<file path="config.mk">
export PLATFORM = sky130hd
export DESIGN_NAME = ripple_carry_adder16
export DESIGN_NICKNAME = d
export VERILOG_FILES = /design/src/rtl/ripple_carry_adder16.sv
export SDC_FILE = /design/constraint.sdc
export NUM_CORES = 1
export LEC_CHECK = 0
export ABC_CLOCK_PERIOD_IN_PS = 800
export CELL_PAD_IN_SITES_DETAIL_PLACEMENT = 1
export CELL_PAD_IN_SITES_GLOBAL_PLACEMENT = 1
export CORE_ASPECT_RATIO = 0.8
export CORE_MARGIN = 3
export CORE_UTILIZATION = 26
export DETAILED_ROUTE_END_ITERATION = 12
export PLACE_DENSITY_LB_ADDON = 0.1
export SLEW_MARGIN = 0
export SYNTH_ARGS = -nofsm -noshare
export SYNTH_HDL_FRONTEND = slang
export SYNTH_SLANG_ARGS = --single-unit
</file>
<file path="constraint.sdc">
create_clock -name clk -period 0.8 [get_ports clk]
set_input_delay 0.12 -clock clk [delete_from_list [all_inputs] [get_ports clk]]
set_output_delay 0.12 -clock clk [all_outputs]
set_load 0.02 [all_outputs]
</file>
<file path="src/rtl/ripple_carry_adder16.sv">
// rtl/ripple_carry_adder16.sv - 16-bit ripple-carry adder built from gate-level full-adder cells, registered outputs
module ripple_carry_adder16 (
  input  logic        clk,
  input  logic        rst,
  output logic [15:0] sum,
  output logic        carry_out,
  input  logic [15:0] a,
  input  logic [15:0] b,
  input  logic        carry_in
);

  logic [16:0] c;
  logic [15:0] s;

  assign c[0] = carry_in;

  // Each cell is a plain full adder; the carry ripples strictly from bit 0 up to c[16].
  for (genvar i = 0; i < 16; i++) begin : g_cell
    wire p;
    wire g;
    wire t;

    xor u_prop (p, a[i], b[i]);
    xor u_sum  (s[i], p, c[i]);
    and u_gen  (g, a[i], b[i]);
    and u_pass (t, c[i], p);
    or  u_cout (c[i+1], g, t);
  end

  always_ff @(posedge clk or posedge rst) begin
    if (rst) begin
      sum       <= 16'h0000;
      carry_out <= 1'b0;
    end else begin
      sum       <= s;
      carry_out <= c[16];
    end
  end

endmodule

</file>
==> results.yml <==
global_route:
  gr-usage-all-layers_pct: 9.45
  use_met3_pct: 2.44
  grt_pass1_wl_mm: 2.45
  grt_pass1_vias: 561
  use_met2_pct: 16.8
  grt_overflow_total: 0
  grt_antenna_before_repair: 0
  grt_max_degree: 18
  grt_use_met1_pct: 9.35
  gr-max-usage-layer: "met2"
synth:
  yosys_register_bits: 17
  synthCells: 44
  mappedNetlistNets: 95
  synth_area_um2: 787
  synthTopCellsByArea: "dfrtp_1 54%, fa_1 41%, inv_1 5.2%"
  synth_top_area_cell: "dfrtp_1"
  yosysWarnings: 0
  ys_seq_area_share_pct: 54.1
  yosysUniqueCellTypes: 3
  synth.avg_cell_area_um2: 17.9
  synth_top_area_share_pct: 54.1
timing:
  maxSlewViolCount: 0
  tightest_slew_ns: 0.116
  setup_slack_ns: -4.97
  min_period_over_period_pct: 721
  finalHoldViolCount: 0
  rsz0062_at_grt: "yes"
  clock.fmax_ghz: 0.173
  final-setup-viol-count: 33
  max_slew_margin_pct: 92.2
  tns_ns: -44.28
  period_minus_slack_ns: 5.77
setup_path:
  worst_path_most_repeated_cell: "fa_2"
  cpMaxStageDelayCell: "fa_1"
  endpoint: "sum[15]"
  critPathLaunch: "a[0]"
  end_kind: "flop"
  cp_cell_sequence: "buf_6 -> fa_2 -> fa_2 -> fa_2 -> fa_2 -> fa_2 -> fa_2 -> fa_2 -> fa_2 -> fa_2 -> inv_2 -> fa_2 -> inv_2 -> fa_2 -> fa_2 -> fa_2 -> fa_2 -> fa_2 -> inv_2 -> fa_1 -> inv_1"
  crit_cells: 21
  crit_fanout: 1
  worstSetupStartpointType: "input port"
  crit_buf_inv: 5
  arrival_ns: 5.95
  crit_type: "in -> reg"
  cp_slowest_stage_delay_ns: 0.39
  critPathTopFamily: "adder cells"
  critical_path_required_ns: 0.99
clock_tree:
  cts_made_buffers: 3
  ctsHtreeMaxLevel: 1
  path_clk_slew_ns: 0.06
  cts_tree: "built"
  clock_path_buffers: 2
  root_buffer: "clkbuf_8"
  cts.sinks: 17
final_layout:
  final_nets: 152
  mostFrequentLayoutCell: "clkdlybuf4s50_1"
  final_cell_mix: "30 x clkdlybuf4s50_1, 19 x buf_6, 17 x dfrtp_1, 15 x fa_2, 7 x inv_1"
  antenna_cells: 0
  n_fill_cell: 280
  drive_above_1_share_pct: 44.0
  layout-area-overhead-vs-synth_pct: 86.3
power:
  clkPwrFrac_pct: 22.6
  ir_drop_mv: 0.614
  seqPwrFrac_pct: 40.1
  power_frac_comb_pct: 37.3
  cellLeakagePower_nw: 0.633
  p_int_mw: 1.94
  p_sw_mw: 0.801
  p_per_area_nw_per_um2: 1870
  swShare_pct: 29.2
route:
  drc_errors: 0
  routed_via_density: 3.72
  wire_per_inst_um: 11.9
  detail-route-antenna-nets: 0
  firstDrtPassIters: 4
  num_vias: 514
  wirelength_mm: 1.64
  drtIter0Drc: 8
placed_design:
  place_hpwl_mm: 1.46
  portBuffers: 51
  place_ws_ns: -5.59
  gp_congestion: 0.708
floorplanning:
  die_area_um2: 3730
  die_height_um: 55.2
  initial_core_util_pct: 27.8
  fp.coreArea_um2: 2830
  io_pins: 52
  die_w_um: 67.5
  rows: 17
status:
  violations: "setup timing"
  status: "finished with violations"
hold_path:
  hp-class: "in -> reg"
run:
  cap_violations: 0
==> metrics by stage <==
stage                     cell area [µm²]  hold WS (ns)  instances  utilization [%]  total power [mW]
final                                1470         0.164        138             51.8              2.74
after global routing                 1470         0.158        138             51.8              2.93
after CTS                            1460         0.173        138             51.6              2.80
after detailed placement             1400         0.448        134             49.5              2.10
after global placement               1400         0.448        134             49.5              2.07
after floorplan                       822        0.0461         44                -              1.47
==> what timing repair did <==
action	CTS	global route
setup buffers	0	0
resized for setup	118	2
hold buffers	0	0
pin swaps	16	16
setup endpoints to repair	34	33
==> registers in the layout, indices dropped and copies added (netlist names) <==
register	count
carry_out	1
sum	16
==> metal layers <==
layer / vias to the layer above / part of all wire, %
met4: 0 / 1.8
li1: 233 / -
met2: 22 / 60
met1: 257 / 33
met3: 2 / 5.8
met5: - / 0
==> kinds of logic (layout without fill, tap and decap cells) <==
kind of cell / Yosys count / after routing / share of synthesized area, %
DFF: 17 / 17 / 54.1
adders and majority gates: 16 / 16 / 40.7
buffers and inverters: 11 / 67 / 5.25
==> area by class of cell <==
cell class | count | area [µm²] | area share (%)
sequential | 17 | 425 | 29.0
tap | 38 | 47.5 | 3.24
inverter | 11 | 41.3 | 2.82
timing repair buffer | 52 | 548 | 37.4
multi-input combinational | 16 | 358 | 24.4
clock inverter | 1 | 5.00 | 0.341
clock buffer | 3 | 41.3 | 2.82
==> worst min-delay path by stage <==
stage | cells past startpoint | start | end | slack [ns]
after floorplan | 1 | rst | carry_out | 0.05
after detailed placement | 3 | rst | carry_out | 0.45
after CTS | 2 | carry_in | sum[0] | 0.17
final | 2 | carry_in | sum[0] | 0.16
after global placement | 3 | rst | sum[15] | 0.45
after global routing | 2 | carry_in | sum[0] | 0.16
==> power by group through the flow <==
stage               clock network (mW)  logic, mW  registers (mW)
floorplan                            0      0.171            1.30
global placement                     0      0.992            1.07
detailed placement                   0       1.01            1.08
CTS                              0.649       1.05            1.10
global route                     0.697       1.12            1.11
finish                           0.621       1.02            1.10
==> Yosys cell counts <==
cell type,n
inv_1,11
fa_1,16
dfrtp_1,17
(Power assumes the default switching activity.)
